==> src/rtl/bcd_addsub_unit.sv <==
// Registered N-digit packed-BCD adder/subtractor. Subtraction adds the nines
// complement of y with a carry-in of 1, so co doubles as "no borrow".
module bcd_addsub_unit #(
    parameter int unsigned DIGITS = 3
) (
    input  logic                  clk,
    input  logic                  rst_n,
    input  logic                  in_valid,
    input  logic                  sub,
    input  logic [4*DIGITS-1:0]   x,
    input  logic [4*DIGITS-1:0]   y,
    output logic [4*DIGITS-1:0]   z,
    output logic                  co,
    output logic                  err,
    output logic                  out_valid
);

    logic [4*DIGITS-1:0] w_sum;
    logic                w_carry_out;
    logic                w_bad_digit;

    // Per-digit BCD add with decimal correction; carry ripples through all digits.
    always_comb begin
        logic       w_c;
        logic [3:0] w_xd;
        logic [3:0] w_yd;
        logic [3:0] w_yc;
        logic [4:0] w_s;
        w_sum       = '0;
        w_bad_digit = 1'b0;
        w_c         = sub;
        w_xd        = '0;
        w_yd        = '0;
        w_yc        = '0;
        w_s         = '0;
        for (int unsigned i = 0; i < DIGITS; i++) begin
            w_xd = x[4*i +: 4];
            w_yd = y[4*i +: 4];
            if (w_xd > 4'd9 || w_yd > 4'd9)
                w_bad_digit = 1'b1;
            w_yc = sub ? (4'd9 - w_yd) : w_yd;
            w_s  = {1'b0, w_xd} + {1'b0, w_yc} + {4'b0000, w_c};
            if (w_s > 5'd9) begin
                w_sum[4*i +: 4] = w_s[3:0] + 4'd6;
                w_c             = 1'b1;
            end else begin
                w_sum[4*i +: 4] = w_s[3:0];
                w_c             = 1'b0;
            end
        end
        w_carry_out = w_c;
    end

    always_ff @(posedge clk) begin
        if (!rst_n) begin
            z         <= '0;
            co        <= 1'b0;
            err       <= 1'b0;
            out_valid <= 1'b0;
        end else begin
            out_valid <= in_valid;
            if (in_valid) begin
                if (w_bad_digit) begin
                    z   <= '0;
                    co  <= 1'b0;
                    err <= 1'b1;
                end else begin
                    z   <= w_sum;
                    co  <= w_carry_out;
                    err <= 1'b0;
                end
            end
        end
    end

endmodule

==> config.mk <==
export PLATFORM = sky130hd
export DESIGN_NAME = bcd_addsub_unit
export DESIGN_NICKNAME = d
export VERILOG_FILES = /design/src/rtl/bcd_addsub_unit.sv
export SDC_FILE = /design/constraint.sdc
export NUM_CORES = 1
export LEC_CHECK = 0
export BUFFER_PORTS_ARGS = -buffer_cell sky130_fd_sc_hd__buf_2
export CORE_UTILIZATION = 55
export CTS_CLUSTER_SIZE = 20
export DETAILED_ROUTE_END_ITERATION = 10
export PLACE_DENSITY = 0.91
export SKIP_LAST_GASP = 1
export SLEW_MARGIN = 20
export SYNTH_ARGS = -nofsm -noshare
export SYNTH_HDL_FRONTEND = slang
export SYNTH_SLANG_ARGS = --single-unit
==> constraint.sdc <==
create_clock -name clk -period 10.9 [get_ports clk]
set_input_delay 1.09 -clock clk [delete_from_list [all_inputs] [get_ports clk]]
set_output_delay 1.09 -clock clk [all_outputs]
set_load 0.05 [all_outputs]
==> impl_metrics.toml, run 1 <==
[routing]
via_per_inst = 5.51
drt_first_iter_violations = 15
wl_per_cell_um = 13.2
finalWirelength_mm = 3.17
drc = 0
antenna_left = 0
vias = 1322
drtPass1Iterations = 6

[critical_path]
cp_max_fo = 5
reg2reg_to = "z[2]"
r2r-start = "z[2]"
r2r_slack_ps = 10080
critPathArrivalTime_ps = 6900
crit_type = "in -> reg"
worstSetupEndpoint = "z[10]"
crit_start = "y[1]"
critPathCaptureType = "flip-flop"
r2r_cells = 2
start_kind = "input port"
worst_ep_required_time_ps = 11130

[die]
core-area_um2 = 2450
start_util_pct = 58.1
ios = 43
fp.dieArea_um2 = 2800
fp-row-count = 18
die_h_um = 52.9
die_w_um = 52.9

[timing]
timing.final.ws_setup_ps = 4230
rsz0062_at_grt = "false"
hold_ws_ps = 444
fin_skew_ps = 0
post-route-period-util_pct = 61.2
setup_viol_count_final = 0
worstMarginPinSlew_ps = 650
max_clock_freq_mhz = 150
slew_violations = 0
setup-tns-final_ps = 0
min_period_ps = 6670
hold_viol = 0
slew_headroom_pct = 56.6

[global_route]
grt_max_degree = 13
antenna_found_initial = 0
grt_pass1_wl_mm = 5.31
grt_pass1_vias = 1231
overflow = 0
grt_usage_pct = 26.2

[finish]
antenna_cells = 0
final_cell_mix = "buf_2 (42), ha_1 (16), o21ai_0 (15), dfxtp_1 (15)"
drive_gt1_share_pct = 28.6
nNetsFinal = 260
final_common_cell = "buf_2"
area_growth_pct = 18.8

[power_and_ir_drop]
p_leak_uw = 0.000824
peakVddDrop_uv = 96.0
power_density_nw_per_um2 = 118

[worst_hold_path]
min_delay_path_depth = 2
hp-class = "reg -> reg"

[yosys]
async_flop_share_pct = 0
syn_area_um2 = 1430
syn_inst = 166
synth_cell_types = 46
postSynthAreaPerCell_um2 = 8.59
synth-edff-count = 0
syn_nets = 215
synth.ff_latch_count = 15
seq_area_frac_synth_pct = 21.1
ys.warnings.count = 0
yosys_most_used_dff = "dfxtp_1"

[cts]
clkSinkCount = 15
cts_hold_buf = 0
cts_tree = "yes"
cts_inserted_buffers = 3
cts_setup_buffers = 0
clk_path_buf_depth = 2
cts.htree.levels = 1
cts_root_buffer = "clkbuf_4"
cts.clk_slew.worst_paths_ps = 90
ctsResizeCount = 0
insertion_delay_ps = 300

[place]
place.gp.congestion = 0.902
hpwl_mm = 2.62
portBuffers = 42
preCtsSetupSlack_ps = 4010

[status]
status = "completed"

[job]
cap_violations = 0
## per-stage QoR
stage,total power (µW),cell area (µm²),utilization [%],std cells
2_1_floorplan,142,1430,-,166
3_3_place_gp,162,1670,67.9,236
3_5_place_dp,168,1670,67.9,236
4_1_cts,202,1690,69.0,240
5_1_grt,218,1690,69.0,240
6_report,201,1690,69.0,240
## registers in the layout, summed over array words and instances (netlist names)
register	cells
co	1
err	1
out_valid	1
z	12
## final cells by class
type	count	area [µm²]
clock buffer	3	22.5
clock inverter	1	5.00
fill	203	761
inverter	14	52.6
multi-input combinational	135	1070
sequential	15	300
tap	30	37.5
timing repair buffer	42	210
## how the worst min path moves through the flow
stage / from / to / slack (ps)
finish: z[9] / z[9] / 440
global route: z[10] / z[10] / 470
CTS: z[9] / z[9] / 450
detailed placement: z[9] / z[9] / 440
global placement: z[9] / z[9] / 430
floorplan: z[10] / z[10] / 660
## critical path: stages
cell	delay, ps
buf_2	120
inv_1	50
ha_1	280
nand2_1	60
o21ai_0	80
ha_1	370
xor2_1	290
inv_1	110
ha_1	210
inv_1	50
o21ai_0	140
o211ai_4	140
nand2_1	100
fa_1	440
fa_1	410
a21o_1	170
a21oi_1	290
o31ai_1	210
fa_1	450
fa_1	420
xnor2_1	180
ha_1	240
nor2b_1	140
o41ai_2	370
mux2_2	380
o21ai_1	100
## logic make-up (layout without fill, tap and decap cells)
logic type | after synthesis | in the layout | synth area share, %
compound gates | 47 | 47 | 22.5
xor+xnor | 11 | 11 | 6.75
fa+ha+maj | 21 | 21 | 21.1
buf+inv | 16 | 60 | 4.21
flops | 15 | 15 | 21.1
mux | 5 | 5 | 4.74
simple gates | 51 | 51 | 19.7
## cells in the mapped netlist (2+ instances only)
cell      count  area share, %
a211oi_1      2            1.1
a21o_1        4            2.1
a21oi_1      11            3.9
and3_1        2           0.88
buf_1         2           0.53
dfxtp_1      15             21
fa_1          5            7.0
ha_1         16             14
inv_1        14            3.7
mux2i_1       2            1.4
nand2_1      14            3.7
nand3_1       2           0.70
nor2_1        8            2.1
nor2b_1      10            4.4
nor3_1        2           0.70
o21a_1        2            1.1
o21ai_0      15            5.3
o21ai_1       2           0.70
o31ai_1       2            1.1
xnor2_1       7            4.3
xor2_1        4            2.5
## where the power goes
| part | internal, µW | switching [µW] | total, µW |
|---|---|---|---|
| logic | 48.4 | 62.3 | 111 |
| registers | 56.1 | 0.585 | 56.7 |
| clock network | 13.7 | 19.7 | 33.4 |
## per-layer routing
metal / track usage, % / vias to the layer above / routed length [µm]
met4: 9.21 / 0 / 89
met3: 6.32 / 11 / 153
met2: 44.3 / 43 / 1540
met5: 0 / - / 0
li1: - / 677 / -
met1: 32.1 / 591 / 1380
(Power assumes the default switching activity.)
==> run 2: changes to the inputs <==
ABC_AREA = 1   (was default)
CORE_UTILIZATION = 52   (was 55)
PLACE_DENSITY = 0.86   (was 0.91)
clock period = 6.7 ns   (was 10.9 ns; I/O delays follow)
==> impl_metrics.toml, run 2 <==
[status]
status = "completed"

[finish]
n_fill_cell = 246
antenna_cells = 0
largest-register = "z"
drive_gt1_share_pct = 23.8
final_cell_mix = "nand2_1 (62), buf_2 (42), inv_1 (27)"
fin_area_um2 = 1680
final_common_cell = "nand2_1"
largest_reg_flops = 12
post-route-util_pct = 65.8
area_growth_pct = 16.1
nNetsFinal = 302

[die]
ios = 43
die_w_um = 54.7
start_util_pct = 56.7
die_h_um = 54.7
fp.dieArea_um2 = 2990
core-area_um2 = 2540
fp-row-count = 18

[timing]
hold_viol = 0
post-route-period-util_pct = 83.4
fin_skew_ps = 0
max_clock_freq_mhz = 179
setup_viol_count_final = 0
setup-tns-final_ps = 0
slew_headroom_pct = 69.5
worstMarginPinSlew_ps = 457
slew_violations = 0
min_period_ps = 5590
rsz0062_at_grt = "false"

[cts]
clk_path_buf_depth = 2
cts_setup_buffers = 0
cts_hold_buf = 0
cts_tree = "yes"
cts_inserted_buffers = 3
insertion_delay_ps = 270
cts.htree.levels = 1
cts_root_buffer = "clkbuf_4"
ctsResizeCount = 0
clkSinkCount = 15
cts.clk_slew.worst_paths_ps = 80

[place]
place.gp.congestion = 0.835
hpwl_mm = 2.41
portBuffers = 42
dpl_cell_area_um2 = 1650

[yosys]
synth_cell_types = 25
synth_top_area_share_pct = 20.8
syn_inst = 210
seq_area_frac_synth_pct = 20.8
yosysMostFrequentCell = "nand2_1"
synth_common_cells = "nand2_1 (62), inv_1 (27), a21oi_1 (21)"
syn_area_um2 = 1440
postSynthAreaPerCell_um2 = 6.87
ys.warnings.count = 0
synth.ff_latch_count = 15
syn_nets = 259
yosys_most_used_dff = "dfxtp_1"
synth.largest_area_cell = "dfxtp_1"
synth-edff-count = 0
yosys-top-cells-area = "dfxtp_1 (21%), nand2_1 (16%), ha_1 (14%), a21oi_1 (7.3%), inv_1 (7.0%)"
async_flop_share_pct = 0

[global_route]
grt_max_degree = 15
grt_pass1_vias = 1147
overflow = 0
grt_pass1_wl_mm = 4.57
grt_usage_pct = 20.8
antenna_found_initial = 0

[routing]
finalWirelength_mm = 2.78
antenna_left = 0
drt_first_iter_violations = 24
via_per_inst = 4.97
drtPass1Iterations = 4
wl_per_cell_um = 9.84
drc = 0
vias = 1401

[critical_path]
crit_slowest_cell = "fa_1"
crit_start = "y[1]"
worst_ep_required_time_ps = 6850
reg2reg_to = "err"
worstSetupEndpoint = "z[9]"
start_kind = "input port"
r2r_slack_ps = 6060
r2r-start = "err"
cp_max_fo = 5
crit_top_cell = "nand2_1"
critPathArrivalTime_ps = 5740
cp_slowest_stage_delay_ps = 420
r2r_cells = 2
critPathCaptureType = "flip-flop"
crit_type = "in -> reg"

[job]
cap_violations = 0

[worst_hold_path]
hp-class = "reg -> reg"

[power_and_ir_drop]
peakVddDrop_uv = 162
power_density_nw_per_um2 = 178
p_leak_uw = 0.000913
run 2: cell count changes after synthesis, moves of 10 or more:
cell     previous run  this run
a21oi_1            11        21
inv_1              14        27
o21ai_0            15         5
nor2b_1            10         0
nand3_1             2        20
nand2_1            14        62
run 2: cell families after synthesis:
| kind of cell | after synthesis | share of synthesized area (%) |
|---|---|---|
| fa+ha+maj | 21 | 20.8 |
| simple gates | 101 | 31.9 |
| compound gates | 34 | 12.4 |
| xor+xnor | 6 | 3.64 |
| buf+inv | 33 | 10.4 |
| flops | 15 | 20.8 |
run 2: worst min path at each step:
stage	start	end	slack [ps]	depth (start not counted)
after CTS	co	co	460	2
after global routing	z[3]	z[3]	480	2
after global placement	z[9]	z[9]	450	2
after floorplan	co	co	690	2
after detailed placement	co	co	450	2
final	co	co	460	2
run 2: metal layers:
layer  up-vias  track usage, %  part of all wire [%]
li1        761               -                     -
met1       598            26.7                    48
met2        38            36.3                    47
met3         4            1.67                   4.3
met4         0            6.41                   1.4
met5         -               0                     0
run 2: area by class of cell:
| type | count | area (µm²) | share of cell area [%] |
|---|---|---|---|
| repair buffers | 42 | 210 | 12.5 |
| clock buffers | 4 | 26.3 | 1.57 |
| inverters | 29 | 109 | 6.50 |
| well taps | 30 | 37.5 | 2.24 |
| multi-input cells | 162 | 992 | 59.2 |
| flip-flops and latches | 15 | 300 | 17.9 |
run 2: report_power, final:
part | switching [µW] | internal (µW) | total (µW)
clock network | 24.7 | 23.0 | 47.7
registers | 0.803 | 91.2 | 92.0
logic | 99.6 | 59.4 | 159
total | 125 | 174 | 299
run 2: metrics by stage:
| step | hold WS [ps] | setup slack (ps) | cells | total power (µW) |
|---|---|---|---|---|
| after CTS | 464 | 1120 | 282 | 300 |
| final | 462 | 1110 | 282 | 299 |
| after detailed placement | 452 | 824 | 278 | 252 |
| after global placement | 450 | 965 | 278 | 247 |
| after floorplan | 687 | 1440 | 210 | 218 |
| after global routing | 485 | 629 | 282 | 329 |
run 2: critical path: cells and delay by family:
kind                     cells  cell delay (ps)
adder cells (fa/ha/maj)      8             2710
AND/OR/NAND/NOR             18             1440
buffers and inverters        5              360
XOR/XNOR                     1              290
AO/OA/AOI/OAI                3              270
